`config.mk`:
```
export PLATFORM = sky130hd
export DESIGN_NAME = sad_accumulator
export DESIGN_NICKNAME = d
export VERILOG_FILES = /design/src/rtl/me_pkg.sv /design/src/rtl/abs_diff.sv /design/src/rtl/sad_accumulator.sv
export SDC_FILE = /design/constraint.sdc
export NUM_CORES = 1
export LEC_CHECK = 0
export CAP_MARGIN = 30
export CORE_ASPECT_RATIO = 0.6
export CORE_MARGIN = 3
export CORE_UTILIZATION = 49
export DETAILED_ROUTE_END_ITERATION = 6
export MAX_ROUTING_LAYER = met4
export PLACE_DENSITY = 0.77
export SLEW_MARGIN = 15
export SYNTH_ARGS = -nofsm -noshare
export SYNTH_HDL_FRONTEND = slang
export SYNTH_SLANG_ARGS = --single-unit
```
`constraint.sdc`:
```
create_clock -name clk -period 2.2 [get_ports clk]
set_input_delay 0.33 -clock clk [delete_from_list [all_inputs] [get_ports clk]]
set_output_delay 0.33 -clock clk [all_outputs]
set_load 0.02 [all_outputs]
```
`src/rtl/me_pkg.sv`:
```
// Shared motion-estimation constants and helpers used by the SAD unit and the
// best-match comparator.
package me_pkg;

  localparam int unsigned DEF_BIT_WIDTH = 14;
  localparam int unsigned DEF_BLOCK_LEN = 16;

  // Width of a block SAD: one element plus enough headroom for len additions.
  function automatic int unsigned acc_width(input int unsigned bw, input int unsigned len);
    return bw + $clog2(len);
  endfunction

endpackage

```
`src/rtl/abs_diff.sv`:
```
// Combinational unsigned absolute difference |element0 - element1|.
module abs_diff #(
  parameter int unsigned BIT_WIDTH = me_pkg::DEF_BIT_WIDTH
) (
  input  logic [BIT_WIDTH-1:0] element0,
  input  logic [BIT_WIDTH-1:0] element1,
  output logic [BIT_WIDTH-1:0] element
);

  logic [BIT_WIDTH:0]   w_diff;
  logic [BIT_WIDTH-1:0] w_neg;

  // The extra top bit is the borrow: set exactly when element0 < element1.
  assign w_diff = {1'b0, element0} - {1'b0, element1};
  assign w_neg  = ~w_diff[BIT_WIDTH-1:0] + {{(BIT_WIDTH-1){1'b0}}, 1'b1};

  assign element = w_diff[BIT_WIDTH] ? w_neg : w_diff[BIT_WIDTH-1:0];

endmodule

```
`src/rtl/sad_accumulator.sv`:
```
// Streaming sum-of-absolute-differences over fixed blocks of BLOCK_LEN pixel
// pairs, with a valid/ready result port that holds one block result.
module sad_accumulator
  import me_pkg::*;
#(
  parameter int unsigned BIT_WIDTH = DEF_BIT_WIDTH,
  parameter int unsigned BLOCK_LEN = DEF_BLOCK_LEN,
  localparam int unsigned ACC_WIDTH = acc_width(BIT_WIDTH, BLOCK_LEN)
) (
  input  logic                 clk,
  input  logic                 rst_n,
  input  logic                 clear,
  input  logic                 in_valid,
  output logic                 in_ready,
  input  logic [BIT_WIDTH-1:0] element0,
  input  logic [BIT_WIDTH-1:0] element1,
  output logic                 out_valid,
  input  logic                 out_ready,
  output logic [ACC_WIDTH-1:0] sad
);

  localparam int unsigned CNT_WIDTH = $clog2(BLOCK_LEN);
  localparam logic [CNT_WIDTH-1:0] LAST_IDX = CNT_WIDTH'(BLOCK_LEN - 1);

  logic [ACC_WIDTH-1:0] r_acc, w_acc_d;
  logic [CNT_WIDTH-1:0] r_cnt, w_cnt_d;
  logic [ACC_WIDTH-1:0] r_sad, w_sad_d;
  logic                 r_out_valid, w_out_valid_d;

  logic [BIT_WIDTH-1:0] w_diff;
  logic [ACC_WIDTH-1:0] w_sum;
  logic                 w_accept;

  abs_diff #(
    .BIT_WIDTH(BIT_WIDTH)
  ) u_abs_diff (
    .element0(element0),
    .element1(element1),
    .element (w_diff)
  );

  // A pending result blocks input only while downstream is stalling.
  assign in_ready = ~r_out_valid | out_ready;
  assign w_accept = in_valid & in_ready;
  assign w_sum    = r_acc + ACC_WIDTH'(w_diff);

  always_comb begin
    w_acc_d       = r_acc;
    w_cnt_d       = r_cnt;
    w_sad_d       = r_sad;
    w_out_valid_d = r_out_valid;

    if (r_out_valid && out_ready) begin
      w_out_valid_d = 1'b0;
    end

    // clear drops the partial block and any pair arriving with it, but never
    // the result already waiting on the output.
    if (clear) begin
      w_acc_d = '0;
      w_cnt_d = '0;
    end else if (w_accept) begin
      if (r_cnt == LAST_IDX) begin
        w_sad_d       = w_sum;
        w_out_valid_d = 1'b1;
        w_acc_d       = '0;
        w_cnt_d       = '0;
      end else begin
        w_acc_d = w_sum;
        w_cnt_d = r_cnt + CNT_WIDTH'(1);
      end
    end
  end

  always_ff @(posedge clk or negedge rst_n) begin
    if (!rst_n) begin
      r_acc       <= '0;
      r_cnt       <= '0;
      r_sad       <= '0;
      r_out_valid <= 1'b0;
    end else begin
      r_acc       <= w_acc_d;
      r_cnt       <= w_cnt_d;
      r_sad       <= w_sad_d;
      r_out_valid <= w_out_valid_d;
    end
  end

  assign out_valid = r_out_valid;
  assign sad       = r_sad;

endmodule

```
==> run_results.csv, run 1 <==
group,metric,value,unit
yosys,ys.flop_type,"dfrtp_1",
drt,routed_wl,13.7,mm
power_and_ir_drop,power.switching,0.00253,W
clock_tree,cts_tree,"done",
drt,drt_iter0_markers,537,
timing,fmax,222,MHz
worst_setup_path,worstSetupEndpointType,"flop",
timing,finalHoldViolCount,0,
clock_tree,ctsLongestPathBuffers,2,
power_and_ir_drop,leakage,2.67,nW
yosys,yosys.area_share.simple,20.7,%
run_status,outcome,"finished, violations left",
floorplanning,die_y,69.9,um
cells_and_area,syn2layout_area_growth,68.8,%
yosys,syn-num-nets,460,
timing,min_period,4.51,ns
drt,wl_per_cell,20.9,um
floorplanning,core-area,6360,um^2
cells_and_area,fin_util,88.6,%
clock_tree,clock_sinks,41,
timing,period_share,205,%
timing,setup_ws,-2.31,ns
place,gp_congestion,0.870,
power_and_ir_drop,power_per_cell_area,1050,nW/um^2
worst_setup_path,crit_type,"primary input to flop",
timing,finClkSkew,0.00625,ns
place,pre_cts_ws,-2.90,ns
floorplanning,ioPinCount,53,
worst_setup_path,crit_path_start,"element0[0]",
yosys,yosysSeqAreaShare,30.7,%
yosys,synth_edf_count,0,
global_routing,track_usage,29.0,%
worst_setup_path,cp_max_fo,6,
drt,viasPerCell,6.24,
run_status,violations,"negative setup slack",
cells_and_area,final_common_cell,"buf_4",
drt,first_pass_iters,6,
place,portBuffers,52,
clock_tree,clk_pin_slew,0.06,ns
global_routing,grt_overflow,0,
floorplanning,num_rows,22,
place,hpwl,7.28,mm
floorplanning,chipWidth,113,um
power_and_ir_drop,internal_power,0.00336,W
yosys,yosys_warnings,0,
drt,dr_total_vias,4102,
timing,slew_violations,0,
clock_tree,cts-root-buf,"clkbuf_16",
cells_and_area,fillers,295,
global_routing,grt_pass1_wl,17.9,mm
clock_tree,clock_latency,0.29,ns
clock_tree,cts-buffers-inserted,5,
yosys,synth.mux.area_fraction,1.65,%
drt,ant_nets,0,
power_and_ir_drop,p_seq_share,17.1,%
timing,worstMarginPinSlew,0.548,ns
timing,relSlewSlack,63.0,%
drt,drc,0,
cells_and_area,layout-drive-gt1-share,39.6,%
power_and_ir_drop,vdd_drop_max,0.680,mV
yosys,synthesis.area,3340,um^2
worst_setup_path,critPathLaunchType,"primary input",
yosys,synth.avg_cell_area,8.45,um^2
floorplanning,die_area,7870,um^2
global_routing,antenna_found_initial,0,
yosys,synth-adder-area-share,12.4,%
power_and_ir_drop,swShare,43.0,%
global_routing,grt_pass1_vias,3930,
cells_and_area,nets,637,
cells_and_area,n_antenna_cell,0,
timing,rsz0062_at_grt,"yes",
hold_path,hold_class,"primary input to asynchronous set/reset pin",
yosys,synth-async-reset-ratio,100,%
clock_tree,htreeDepth,2,
power_and_ir_drop,p_comb_share,70.6,%
floorplanning,start_util,52.5,%
run,drv_cap,0,
power_and_ir_drop,clkPwrFrac,12.3,%
yosys,syn_inst,395,
worst_setup_path,cp.required,2.36,ns
global_routing,grt_start_max_net_pins,22,
cells_and_area,layout_common_cells,"buf_4 (112), nand2_1 (55), clkdlybuf4s50_1 (41), dfrtp_1 (41)",
timing,setup_viol,34,
yosys,synth_seq_cells,41,
yosys,synth_cell_types,64,
worst_setup_path,r2r_start,"r_acc[0]",
yosys,synth_xor_area_share,8.62,%
yosys,synth_top_family_by_area,"compound AO/OA/AOI/OAI gates",
yosys,synth_compound_area_share,21.2,%
worst_setup_path,arrival,4.67,ns
-- final timing paths --
path | cells past startpoint | slack, ns | to
setup / recovery | 23 | -2.31 | sad[15]
setup reg to reg | 12 | -0.36 | sad[12]
max in group asynchronous | 3 | 1.12 | r_acc[5]
hold / removal | 2 | 0.50 | sad[9]
min in group clk | 2 | 0.50 | sad[6]
hold reg to reg | 2 | 0.50 | sad[6]
-- logic make-up (layout without fill, tap and decap cells) --
group / after synthesis / after routing
muxes: 5 / 5
xor gates and xnor gates: 32 / 32
and+or+nand+nor: 139 / 139
buffers and inverters: 41 / 218
DFF: 41 / 41
adders and majority gates: 32 / 32
AOI/OAI and AO/OA: 105 / 106
-- worst max-delay path, stage by stage --
cell	delay (ns)
buf_8	0.11
inv_12	0.04
ha_4	0.13
fa_2	0.23
nor2b_4	0.05
o31a_1	0.34
or4_4	0.58
a31oi_4	0.28
o311ai_4	0.12
a21o_4	0.28
buf_6	0.13
nor2_4	0.09
xor2_2	0.19
ha_1	0.30
a21o_1	0.20
a21o_1	0.18
a21o_1	0.21
nor3_4	0.25
buf_6	0.14
a311oi_4	0.10
buf_4	0.16
xnor2_2	0.14
o21ai_1	0.08
-- area by class of cell --
cell class                 instances  area (um^2)  share of cell area, %
clock buffer                       5          125                   2.22
tap                               84          105                   1.87
timing repair buffer             179         1510                   26.8
clock inverter                     3         17.5                  0.311
multi-input combinational        314         2720                   48.3
sequential                        41         1030                   18.2
inverter                          31          129                   2.29
-- flip-flops by register name, indices dropped and copies added (netlist names) --
| name | count |
|---|---|
| r_acc | 18 |
| sad | 18 |
| r_cnt | 4 |
| out_valid | 1 |
-- metal layers --
| layer | routed length, um | part of all wire (%) | GRT usage [%] |
|---|---|---|---|
| met1 | 5250 | 38 | 35.1 |
| met2 | 6570 | 48 | 47.0 |
| met3 | 1190 | 8.6 | 7.36 |
| met4 | 741 | 5.4 | 10.4 |
| met5 | 0 | 0 | - |
-- Yosys cell counts, types with 7 or more instances --
master    instances  share of area, %
a21o_1            7               1.6
ha_1             30                11
nor2_1           23               2.6
a22o_1           12               3.1
xnor2_1          18               4.7
nor3_1           11               1.6
a21oi_1          22               3.3
nand2_1          57               6.4
clkbuf_1          8              0.90
o21ai_1          12               1.8
xor2_1           13               3.4
nand3_1          11               1.6
inv_1            30               3.4
dfrtp_1          41                31
o21ai_0          17               2.5
-- stage by stage --
| step | instances | cell area (um^2) | hold WS [ns] | power [W] | setup TNS, ns |
|---|---|---|---|---|---|
| finish | 657 | 5630 | 0.496 | 0.00589 | -66.45 |
| global placement | 622 | 4790 | 0.259 | 0.00361 | -80.67 |
| detailed placement | 622 | 4790 | 0.257 | 0.00372 | -86.27 |
| floorplan | 395 | 3460 | 0.0344 | 0.00256 | -50.85 |
| CTS | 650 | 5360 | 0.477 | 0.00514 | -59.78 |
| global route | 657 | 5630 | 0.527 | 0.00611 | -70.82 |
-- power groups by stage --
stage	Sequential (W)	Clock (W)	Combinational (W)
final	0.00101	0.000727	0.00416
after global placement	0.000994	0	0.00262
after global routing	0.00101	0.000761	0.00434
after detailed placement	0.00100	0	0.00272
after floorplan	0.00101	0	0.00155
after CTS	0.000990	0.000721	0.00343
-- what timing repair did --
action | 4_1_cts | 5_1_grt
buffers inserted | 19 | 14
gates resized for setup | 89 | 44
endpoints found under the setup margin | 34 | 34
cloned | 1 | 0
hold buffers | 1 | 0
endpoints found under the hold margin | 14 | 0
pin swaps | 58 | 47
(Power assumes the default switching activity.)
==> inputs of run 2 (changes only) <==
TNS_END_PERCENT = 50   (was default)
==> run 2 against run 1 <==
Compared with the run above: critical path depth shrank 1; die area stayed put; the flow still finishes with violations (negative setup slack); combinational power decreased by 20%; count of clock-buffer cells in the layout increased by 3; critical path type unchanged.
==> run_results.csv, run 2 (synthesis gave the netlist of run 1 again) <==
group,metric,value,unit
timing,relSlewSlack,68.6,%
global_routing,track_usage,27.0,%
drt,routed_wl,11.0,mm
floorplanning,core-area,6360,um^2
worst_setup_path,rrSetupSlack,-0.22,ns
timing,finClkSkew,0.00506,ns
timing,rsz0062_at_grt,"yes",
floorplanning,die_area,7870,um^2
global_routing,grt_overflow,0,
drt,drc,0,
drt,wl_per_cell,17.1,um
global_routing,antenna_found_initial,0,
clock_tree,clock_latency,0.29,ns
worst_setup_path,cp.required,2.42,ns
global_routing,grt_pass1_wl,17.0,mm
cells_and_area,nets,623,
cells_and_area,syn2layout_area_growth,59.4,%
worst_setup_path,cp_max_fo,6,
power_and_ir_drop,total_power,0.00502,W
place,gp_congestion,0.875,
hold_path,hold_class,"primary input to asynchronous set/reset pin",
floorplanning,start_util,52.5,%
timing,fin_tns_setup,-58.97,ns
power_and_ir_drop,vdd_drop_max,0.634,mV
place,portBuffers,52,
clock_tree,clk_pin_slew,0.06,ns
global_routing,grt_pass1_vias,3620,
place,placed_cell_area,4790,um^2
cells_and_area,n_antenna_cell,0,
cells_and_area,layout-drive-gt1-share,35.4,%
timing,setup_viol,34,
drt,drt_iter0_markers,331,
worst_setup_path,arrival,4.60,ns
drt,ant_nets,0,
cells_and_area,final_common_cell,"buf_4",
cells_and_area,multi_input_area,2550,um^2
clock_tree,cts-buffers-inserted,5,
drt,first_pass_iters,6,
cells_and_area,design_area,5320,um^2
cells_and_area,fillers,370,
run,drv_cap,0,
cells_and_area,final_cells,643,
clock_tree,htreeDepth,2,
worst_setup_path,worstSetupEndpointType,"flop",
timing,min_period,4.38,ns
worst_setup_path,crit_type,"primary input to flop",
run_status,violations,"negative setup slack",
timing,slew_violations,0,
run_status,outcome,"finished, violations left",
timing,finalHoldViolCount,0,
power_and_ir_drop,power_per_cell_area,943,nW/um^2
timing,worstMarginPinSlew,0.465,ns
floorplanning,chipWidth,113,um
floorplanning,die_y,69.9,um
cells_and_area,register_area,1030,um^2
floorplanning,ioPinCount,53,
place,hpwl,7.46,mm
place,placed_cells,622,
drt,dr_total_vias,3761,
floorplanning,num_rows,22,
timing,setup_ws,-2.18,ns
clock_tree,cts-root-buf,"clkbuf_16",
clock_tree,ctsLongestPathBuffers,2,
cells_and_area,layout_common_cells,"buf_4 (106), nand2_1 (56), clkdlybuf4s50_1 (41), dfrtp_1 (41)",
place,pre_cts_ws,-2.89,ns
clock_tree,clock_sinks,41,
clock_tree,cts_tree,"done",
worst_setup_path,critPathLaunchType,"primary input",
power_and_ir_drop,leakage,2.54,nW
timing,period_share,199,%
global_routing,grt_start_max_net_pins,22,
timing,fmax,228,MHz
drt,viasPerCell,5.85,
[run 2: critical path, stage by stage]
cell and delay, ns:
buf_8 0.11, inv_12 0.04, ha_4 0.13, fa_2 0.23, nor2b_4 0.05, o31a_1 0.28
or4_4 0.55, a31oi_4 0.27, o311ai_4 0.14, a21o_4 0.28, buf_4 0.16, a21oi_2 0.15
xor2_1 0.19, ha_1 0.28, buf_6 0.14, a21o_1 0.19, a21o_1 0.22, nor3_4 0.26
inv_2 0.08, o2111a_2 0.29, nand3b_1 0.17, nand3_1 0.08
[run 2: power by group]
group          total (W)  switching, W  internal, W
logic            0.00331       0.00165      0.00167
clock network   0.000707      0.000285     0.000422
registers       0.000997      0.000105     0.000891
[run 2: stage by stage]
step | hold slack (ns) | util [%]
after floorplan | 0.0344 | -
after global placement | 0.235 | 75.3
after detailed placement | 0.232 | 75.3
after CTS | 0.476 | 80.6
after global routing | 0.488 | 83.7
final | 0.462 | 83.7
[run 2: per-layer routing]
metal	share of wire (%)	wire length (um)	vias up	track usage (%)
met4	2.6	288	0	6.13
met3	6.6	730	38	5.63
met1	43	4730	1825	35.3
met5	0	0	-	-
met2	48	5260	161	43.3
li1	-	-	1737	-
[run 2: worst paths after layout]
path | start | endpoint | cells after the start
setup / recovery | element0[0] | r_acc[16] | 22
hold / removal | rst_n | r_acc[14] | 2
setup reg to reg | r_acc[0] | sad[12] | 12
hold reg to reg | sad[6] | sad[6] | 2
max in group asynchronous | rst_n | sad[5] | 3
min in group clk | sad[6] | sad[6] | 2
[run 2: timing repair]
item                                   4_1_cts  5_1_grt
setup endpoints to repair                   34       34
hold buffers                                 1        0
buffers inserted                             6        5
endpoints found under the hold margin       12        0
resized for setup                           55       38
pin swaps                                   29       32
gates cloned                                 1        0
[run 2: final cells by class]
type,instances,share of cell area [%]
Multi-Input combinational cell,314,48.0
Timing Repair Buffer,165,25.8
Sequential cell,41,19.3
Clock buffer,8,2.56
Inverter,31,2.42
Tap cell,84,1.98
